**src/rtl/apb_pkg.sv**
```systemverilog
// Shared definitions for the APB bridge, slave and bench.
package apb_pkg;

  typedef enum logic [1:0] {
    IDLE   = 2'd0,
    SETUP  = 2'd1,
    ACCESS = 2'd2
  } state_t;

  localparam int unsigned ADDR_W_DEF = 5;
  localparam int unsigned DATA_W_DEF = 8;

  // Register byte offsets; paddr[4:2] picks the register.
  localparam logic [4:0] CTRL = 5'h00;
  localparam logic [4:0] REG1 = 5'h04;
  localparam logic [4:0] REG2 = 5'h08;
  localparam logic [4:0] REG3 = 5'h0C;
  localparam logic [4:0] REG4 = 5'h10;

  // Wait-counter width; at least one bit so TIMEOUT = 0 still has a counter.
  function automatic int unsigned cnt_width(input int unsigned timeout);
    int unsigned w;
    w = $clog2(timeout + 1);
    return (w < 1) ? 1 : w;
  endfunction

endpackage

```
**src/rtl/apb_master_bridge.sv**
```systemverilog
// Single-beat command to APB SETUP/ACCESS bridge with pready timeout.
module apb_master_bridge
  import apb_pkg::*;
#(
  parameter int unsigned ADDR_W  = ADDR_W_DEF,
  parameter int unsigned DATA_W  = DATA_W_DEF,
  parameter int unsigned TIMEOUT = 15
) (
  input  logic              clk,
  input  logic              rst,
  input  logic              cmd_valid,
  output logic              cmd_ready,
  input  logic              cmd_write,
  input  logic [ADDR_W-1:0] cmd_addr,
  input  logic [DATA_W-1:0] cmd_wdata,
  output logic              rsp_valid,
  output logic [DATA_W-1:0] rsp_rdata,
  output logic              rsp_err,
  output logic              psel,
  output logic              penable,
  output logic              pwrite,
  output logic [ADDR_W-1:0] paddr,
  output logic [DATA_W-1:0] pwdata,
  input  logic [DATA_W-1:0] prdata,
  input  logic              pready
);

  localparam int unsigned CW = cnt_width(TIMEOUT);
  localparam logic [CW-1:0] TMO = CW'(TIMEOUT);

  state_t            state, state_n;
  logic [CW-1:0]     cnt, cnt_n;
  logic              psel_n, penable_n, pwrite_n;
  logic [ADDR_W-1:0] paddr_n;
  logic [DATA_W-1:0] pwdata_n;
  logic              rsp_valid_n, rsp_err_n;
  logic [DATA_W-1:0] rsp_rdata_n;

  assign cmd_ready = (state == IDLE);

  // State, APB outputs and response registers.
  always_ff @(posedge clk or posedge rst) begin
    if (rst) begin
      state     <= IDLE;
      cnt       <= '0;
      psel      <= 1'b0;
      penable   <= 1'b0;
      pwrite    <= 1'b0;
      paddr     <= '0;
      pwdata    <= '0;
      rsp_valid <= 1'b0;
      rsp_rdata <= '0;
      rsp_err   <= 1'b0;
    end else begin
      state     <= state_n;
      cnt       <= cnt_n;
      psel      <= psel_n;
      penable   <= penable_n;
      pwrite    <= pwrite_n;
      paddr     <= paddr_n;
      pwdata    <= pwdata_n;
      rsp_valid <= rsp_valid_n;
      rsp_rdata <= rsp_rdata_n;
      rsp_err   <= rsp_err_n;
    end
  end

  // Next-state and next-output logic. The APB address/data registers double
  // as the command latch: they load at the handshake and hold through IDLE.
  always_comb begin
    state_n     = state;
    cnt_n       = cnt;
    psel_n      = psel;
    penable_n   = penable;
    pwrite_n    = pwrite;
    paddr_n     = paddr;
    pwdata_n    = pwdata;
    rsp_valid_n = 1'b0;
    rsp_rdata_n = rsp_rdata;
    rsp_err_n   = rsp_err;
    case (state)
      IDLE: begin
        if (cmd_valid) begin
          state_n   = SETUP;
          psel_n    = 1'b1;
          penable_n = 1'b0;
          pwrite_n  = cmd_write;
          paddr_n   = cmd_addr;
          pwdata_n  = cmd_wdata;
        end
      end
      SETUP: begin
        state_n   = ACCESS;
        penable_n = 1'b1;
        cnt_n     = '0;
      end
      ACCESS: begin
        if (pready || (cnt == TMO)) begin
          state_n     = IDLE;
          psel_n      = 1'b0;
          penable_n   = 1'b0;
          pwrite_n    = 1'b0;
          rsp_valid_n = 1'b1;
          rsp_err_n   = !pready;
          rsp_rdata_n = (pready && !pwrite) ? prdata : '0;
        end else begin
          cnt_n = cnt + CW'(1);
        end
      end
      default: begin
        state_n   = IDLE;
        psel_n    = 1'b0;
        penable_n = 1'b0;
        pwrite_n  = 1'b0;
      end
    endcase
  end

endmodule
```
**config.mk**
```make
export PLATFORM = sky130hd
export DESIGN_NAME = apb_master_bridge
export DESIGN_NICKNAME = d
export VERILOG_FILES = /design/src/rtl/apb_pkg.sv /design/src/rtl/apb_master_bridge.sv
export SDC_FILE = /design/constraint.sdc
export NUM_CORES = 1
export LEC_CHECK = 0
export ABC_AREA = 1
export CORE_MARGIN = 2
export CORE_UTILIZATION = 45
export DETAILED_ROUTE_END_ITERATION = 10
export GPL_TIMING_DRIVEN = 0
export PLACE_DENSITY = 0.89
export SLEW_MARGIN = 20
export SYNTH_ARGS = -nofsm -noshare
export SYNTH_HDL_FRONTEND = slang
export SYNTH_SLANG_ARGS = --single-unit
```
**constraint.sdc**
```tcl
create_clock -name clk -period 2 [get_ports clk]
set_input_delay 0.4 -clock clk [delete_from_list [all_inputs] [get_ports clk]]
set_output_delay 0.4 -clock clk [all_outputs]
set_load 0.005 [all_outputs]
```
==> results of run 1 <==
==> cell families after synthesis <==
kind of cell,synth area share (%)
and+or+nand+nor,27.00
DFF,58.94
AOI/OAI and AO/OA,7.510
buffers and inverters,4.277
xor gates and xnor gates,1.331
adders and majority gates,0.9504
==> area by class of cell <==
type	instances	area, um^2	area share, %
multi-input combinational	94	484.2	24.68
sequential	31	775.7	39.54
timing repair buffer	52	520.5	26.53
clock buffer	6	51.30	2.615
inverter	7	28.78	1.467
buffer	3	27.53	1.403
clock inverter	2	35.03	1.786
tap	31	38.79	1.977
==> placed cells by master, fill, tap and decap left out <==
| cell | count |
|---|---|
| sky130_fd_sc_hd__inv_2 | 3 |
| sky130_fd_sc_hd__nand3_1 | 6 |
| sky130_fd_sc_hd__nand3_4 | 1 |
| sky130_fd_sc_hd__bufinv_16 | 1 |
| sky130_fd_sc_hd__nand2_1 | 64 |
| sky130_fd_sc_hd__clkbuf_4 | 5 |
| sky130_fd_sc_hd__o21ai_2 | 9 |
| sky130_fd_sc_hd__o21ai_0 | 4 |
| sky130_fd_sc_hd__buf_2 | 1 |
| sky130_fd_sc_hd__ha_1 | 1 |
| sky130_fd_sc_hd__xor2_1 | 1 |
| sky130_fd_sc_hd__nand2_4 | 2 |
| sky130_fd_sc_hd__dfrtp_1 | 31 |
| sky130_fd_sc_hd__xnor2_1 | 1 |
| sky130_fd_sc_hd__nand2_2 | 1 |
| sky130_fd_sc_hd__nand3_2 | 1 |
| sky130_fd_sc_hd__clkinv_2 | 1 |
| sky130_fd_sc_hd__nor2_4 | 2 |
| sky130_fd_sc_hd__inv_1 | 3 |
| sky130_fd_sc_hd__clkdlybuf4s50_1 | 52 |
| sky130_fd_sc_hd__clkbuf_8 | 1 |
| sky130_fd_sc_hd__inv_4 | 1 |
| sky130_fd_sc_hd__buf_6 | 2 |
| sky130_fd_sc_hd__nor2_2 | 1 |
==> registers in the layout (all words and copies together) (netlist names) <==
register,cells
rsp_rdata,8
state,2
pwrite,1
pwdata,8
psel,1
cnt,4
rsp_err,1
paddr,5
rsp_valid,1
==> per-layer routing <==
metal	vias to the layer above	share of wire [%]	wire length [um]
met5	-	0	0
met4	0	2.4	77
met3	9	7.3	233
met2	47	51	1617
met1	534	40	1269
li1	537	-	-
==> worst max-delay path, delay by kind of cell (launching register included) <==
kind | cells | cell delay (ps)
buffers and inverters | 1 | 520
and+or+nand+nor | 1 | 170
DFF | 1 | 460
==> where the power goes <==
part | switching (mW) | internal, mW | leakage [nW]
registers | 0.176 | 0.882 | 0.398
logic | 0.524 | 0.658 | 0.497
clock network | 0.222 | 0.295 | 0.0482
total | 0.922 | 1.84 | 0.943
==> worst paths after layout <==
check | cells after the start | end | slack [ps]
max in group asynchronous | 2 | pwdata[3] | 1130
min | 2 | rsp_rdata[2] | 460
max reg2reg | 6 | rsp_rdata[3] | 650
min in group clk | 2 | rsp_rdata[2] | 490
max | 2 | cmd_ready | 120
min reg2reg | 2 | rsp_rdata[2] | 490
==> results.txt, run 1 <==
The flow ran to the end, and the final reports show no timing, DRC or antenna violations. The first detailed-routing pass took 4 iterations. In the global route stage, met2 resource usage came out at 34.58%. The sum of negative setup slack came out at 0 ps. The path class of the tightest hold or removal check is in2async. The count of endpoints failing setup in the final report is 0.

The overall global routing resource usage came out at 20.77%. The fraction of registers with async set/reset came out at 100.0%. The type of the setup path with the least slack is reg2out. The ratio of final minimum period to clock period came out at 93.79%. In the synthesized netlist the dominant register cell turns out to be sky130_fd_sc_hd__dfrtp_1. The power density over the cells came out at 1405 nW/um^2.

The mapped cell area came out at 1316 um^2. The cell at the slowest stage of the critical path is sky130_fd_sc_hd__clkdlybuf4s50_1. The die width is 58.09 um.

The via count of the first global-routing pass came out at approximately 1200. Once routing completed, OpenROAD measured the worst setup slack at around 120 ps. The number of flops mapped to enable cells by yosys is 0. STA classifies the critical path startpoint as a flop. The post-route standard cell area excluding fillers is just under 2000 um^2. The leakage power total is 0.9429 nW.

Wires add up to 3.199 mm. Compared with the post-synthesis result, the final layout area differs by 49.05%. The clock skew is 8.438 ps.

In the post-synthesis netlist, the biggest area contributors are sky130_fd_sc_hd__dfrtp_1 (59%), sky130_fd_sc_hd__nand2_1 (18%), sky130_fd_sc_hd__o21ai_2 (6.0%). The number of placed instances, taps included came out at between 200 and 250. The count of pins on the block boundary is 53. The final cell count without fillers is 226. The cell count after synthesis came out at 135. Once detail routing completed, the nets flagged for antenna violations numbered 0. The endpoint required time on the critical path came out at ~1600 ps.

The startpoint identified for the worst register-to-register timing path is cnt[0]. The final cell utilization of the core is 71.14%. In the routed design, unresolved DRC markers number 0. Tracing the worst setup path back leads to its startpoint at state[0]. The area of the core region is ~2800 um^2. Across the run, the number of max-cap violations was 0. The number of hold-slack violations in the final timing report came out at 0.

CTS placed an instance of sky130_fd_sc_hd__clkbuf_4 at the clock tree root. Setup repair after global routing left no endpoint under its margin. The number of antenna violations at the first check in global routing came out at 0. The pin count of the biggest net entering global routing came out at 32.

After floorplanning, the core was divided into 19 placement rows. In the synthesized netlist, the cells that appear most often are sky130_fd_sc_hd__nand2_1 (64), sky130_fd_sc_hd__dfrtp_1 (31), sky130_fd_sc_hd__o21ai_2 (9), sky130_fd_sc_hd__nand3_1 (6). The slew at the pin with the worst max-slew slack is roughly 630 ps.

The number of setup buffers added after CTS is 0. The number of diodes is 0. The average detailed-routed wire length per instance came out at 14.15 um. After the first detailed-routing iteration, the DRC count stood at 27. Summing all placed instances gives a cell area of 1876 um^2. The average via count per standard cell is 4.987. Timing analysis after detailed placement gives a worst setup slack of 193.3 ps.

The signal on the critical path passes through nor2_4 > clkdlybuf4s50_1. The worst-case hold slack is 458.1 ps. The initial core utilization came out at 47.73%. After filler insertion, the fill cell instance count of the layout stands at 199. The met1 track demand over resource is roughly 23%. The data arrival at the endpoint of the critical path came out at 1480 ps.

The wire length of the first global-routing pass came out at 5.140 mm. Total power for the finished layout comes to roughly 2.8 mW. The yosys synthesis warning count is 0. The synthesized flop and latch total is 31. The count of clock tree sinks came out at 31. The mean area per synthesized cell came out at 9.750 um^2. The buffer depth of the longest clock path came out at 2. Of the cells placed in the final design, the portion with a size suffix greater than 1 is between 15 and 20%. sky130_fd_sc_hd__dfrtp_1 takes more of the synthesized area than any other cell. The worst setup path is captured at a primary output.

The number of hold buffers added after CTS was 0. Measured against its own limit, the worst slew margin works out to 58.15%. Detailed placement finished with a half-perimeter wire length of approximately 2.4 mm. The maximum fanout count along the critical path came out at 3. Measured along the y axis, the die boundary spans 58.09 um. Synthesis produced a netlist with a net count of 162. The area share of the largest cell type after synthesis came out at 58.94%. The clock tree from TritonCTS is yes. The fraction of the yosys area taken by sequential cells came out at 58.94%.

The later-pin clock latency in the skew report came out at around 330 ps. The number of H-tree branching levels came out at 2. The worst vdd rail ir drop came out at 1.184 mV. The number of slew-limit violations in the final report came out at 0. The final weighted congestion of routability-driven global placement came out at around 0.7. The routing usage on met3 came out at 6.920%. The layer flagged by global routing as most heavily used is met2. The total vias in the final route is 1127.

The clock period minus worst slack came out at about 1900 ps. The number of buffer cells added on primary ports is 52. For this run, the top clock speed supported by timing is 0.5331 GHz.

By instance count, the leading cell after synthesis is sky130_fd_sc_hd__nand2_1. The clock transition at the register clock pins on the worst setup and hold paths after CTS is 100 ps. The remaining global-route overflow came out at 0. The post-cts sizing count is 0.

The die covers between 3000 and 4000 um^2. Buffers inserted during clock tree synthesis total 5. The stage delay of the slowest cell on the critical path is 520 ps. The final layout contains about 220 nets. The count of distinct cell types in the synthesized netlist is 19.
Power figures use the tool's default switching activity.
==> run 2: changes to the inputs <==
Settings changed: PLACE_DENSITY 0.89 to unset, PLACE_DENSITY_LB_ADDON set to 0.12, SETUP_SLACK_MARGIN set to 0.3.
==> run 2 against run 1 <==
  * Worst setup slack improved by 230 ps
  * Clock-buffer cell count unchanged
  * Clock power fell by 29%
  * Critical path depth fell by 1
  * Combinational power about the same
  * Maximum frequency rose by 14%
  * Sequential cell count unchanged
  * Sequential power barely moved
  * Wire length shrank 12%
  * Largest power group unchanged
  * Highest routed layer unchanged
==> results.txt, run 2 (synthesis results as in run 1) <==
The die width is 58.09 um (unchanged). The number of violations of the max-capacitance limit is 0 (unchanged). The met3 wirelength from detailed routing came out at 207 um (-11%). The site row count is 19 (unchanged).

The initial core utilization is 47.73% (unchanged). The type of the tightest min-delay check is in2async. The maximum fanout count along the critical path is 3 (unchanged). The die outline height is 58.09 um (unchanged). The sum of negative setup slack came out at 0 ps (unchanged). The clock skew is 5.975 ps (-2.463 ps). The post-DP HPWL was 2.004 mm (-16%). The proportion of layout cells with a drive suffix above 1 came to 18.18% (+1.8 points). The leading cell type in the layout, fill and taps excluded is sky130_fd_sc_hd__nand2_1.

The via count of the first global-routing pass came to 1077 (-11%). The buffer depth of the longest clock path is 2 (unchanged). The worst setup timing slack at the placement stage is 368.0 ps (+174.7 ps). The cell at the slowest stage of the critical path is sky130_fd_sc_hd__clkdlybuf4s50_1.

The slew at the pin with the worst max-slew slack was 621.7 ps (-5.130 ps). The type of destination of the critical path is a primary output. The overall power of the completed layout came to 2.614 mW (-5.2%).

The data arrival at the endpoint of the critical path is 1240 ps (-240 ps). In this run the top signal layer used is met4. The pin count of the biggest net entering global routing is 32 (unchanged).

The total die area was 3374 um^2 (unchanged). Setup repair after global routing left no endpoint under its margin. The number of slew-limit violations in the final report is 0 (unchanged). The largest registers in the layout are pwdata x8, rsp_rdata x8, paddr x5. The highest attainable clock frequency came out at 0.6086 GHz (+14%). The worst slew margin relative to its limit came to 58.49% (+0.34 points). The count of pins on the block boundary came to 53 (unchanged).

The stage delay of the slowest cell on the critical path came to 510 ps (about the same). The root buffer cell chosen for the clock tree is sky130_fd_sc_hd__clkbuf_4. The smallest setup slack after layout came out at 357.0 ps (+232.7 ps). The overall global routing resource usage is 18.93% (-1.8 points). The endpoint required time on the critical path came to 1600 ps (about the same). The run finished with clean final reports.

The number of antenna-violating nets in the routed design came to 0 (unchanged). The final weighted congestion of routability-driven global placement was 0.7164 (+0.35%). The final cell utilization of the core came out at 71.23% (+0.091 points). The number of buffers created by CTS is 5 (unchanged). The area growth from synthesis to layout came out at 49.24%. The ratio of final minimum period to clock period is 82.15% (-12 points).

The area of the core region is 2758 um^2 (unchanged). The sum of buffers and inverters on the critical path came out at 1 (unchanged). The detailed-route wire length on metal 1 is 1.157 mm (-8.8%). The later-pin clock latency in the skew report is 330 ps (about the same). The number of H-tree branching levels is 2 (unchanged). The leakage power total came out at 0.9621 nW (+2.0%).

The number of buffer cells added on primary ports is 52 (unchanged). The worst setup path is launched from a flop. The number of DRC violations after detailed-routing iteration 0 was 28 (+3.7%). The count of endpoints failing setup in the final report came out at 0 (unchanged).

The power density over the cells is 1331 nW/um^2 (-5.3%). In the layout the commonest cells are sky130_fd_sc_hd__nand2_1 (64), sky130_fd_sc_hd__clkdlybuf4s50_1 (50), sky130_fd_sc_hd__dfrtp_1 (30). The number of diodes is 0 (unchanged). By startpoint and endpoint, the worst setup path is classified as reg2out.

The average detailed-routed wire length per instance came out at 12.26 um (-13%). The number of nets in the finished design came to 225 (+1.8%). Traced cell by cell, the critical path runs through clkdlybuf4s50_1. The clock transition at the register clock pins on the worst setup and hold paths after CTS came out at 90 ps (about the same). The total length of routed met2 wires is 1.399 mm (-13%). The slack of the worst reg-to-reg path is 690 ps (+40 ps). The total wire length was 2.808 mm (-12%). The wire length of the first global-routing pass came out at 4.664 mm (-9.3%). The count of clock tree sinks came out at 31 (unchanged). The cell family contributing the most delay on the critical path is buffers and inverters. The number of hold-slack violations in the final timing report is 0 (unchanged). The clock tree from TritonCTS is yes. The total vias in the final route is 1099 (-2.5%). The remaining global-route overflow is 0 (unchanged).

The clock period minus worst slack came to 1643 ps (-232.7 ps). The quantity of hold-fixing buffers added after cts is 0 (unchanged). The number of antenna violations at the first check in global routing is 0 (unchanged). The average via count per standard cell came to 4.799 (-3.8%). The number of optimization iterations in the first detailed-route pass is 4 (unchanged). The final routed DRC violation total came out at 0 (unchanged). The worst vdd rail ir drop is 0.9181 mV (-22%).
-- run 2: area by class of cell --
| cell class | count | area (um^2) |
|---|---|---|
| Buffer | 3 | 27.53 |
| Clock buffer | 6 | 51.30 |
| Clock inverter | 1 | 5.005 |
| Fill cell | 214 | 793.3 |
| Inverter | 7 | 28.78 |
| Multi-Input combinational cell | 94 | 484.2 |
| Sequential cell | 31 | 777.0 |
| Tap cell | 31 | 38.79 |
| Timing Repair Buffer | 56 | 551.8 |
-- run 2: what timing repair did --
action | CTS | global route
resized for setup | 2 | 1
endpoints found under the setup margin | 2 | 1
gates cloned | 0 | 0
setup buffers | 4 | 0
pin swaps | 1 | 0
-- run 2: metrics by stage --
step                      instances  hold WS, ps  instance area, um^2
after floorplan                 135        465.4                 1316
after global placement          218        460.9                 1876
after detailed placement        218        464.9                 1876
after CTS                       229        471.1                 1962
after global routing            229        513.7                 1964
final                           229        456.3                 1964
-- run 2: where the power goes --
| part | total [mW] | switching, mW | internal, mW |
|---|---|---|---|
| clock network | 0.368 | 0.206 | 0.163 |
| logic | 1.20 | 0.511 | 0.694 |
| registers | 1.04 | 0.158 | 0.884 |
| total | 2.61 | 0.874 | 1.74 |
-- run 2: final timing paths --
path,startpoint,to,depth (start not counted)
min,rst,rsp_rdata[2],2
min reg2reg,pwdata[1],pwdata[1],2
max reg2reg,cnt[0],rsp_err,6
max,pwrite,pwrite,1
min in group clk,pwdata[1],pwdata[1],2
max in group asynchronous,rst,state[0],2
-- run 2: metal layers --
metal  vias up  GRT usage, %
met4         0         10.96
met1       510         20.73
met5         -             0
met3         5         5.580
li1        545             -
met2        39         32.47
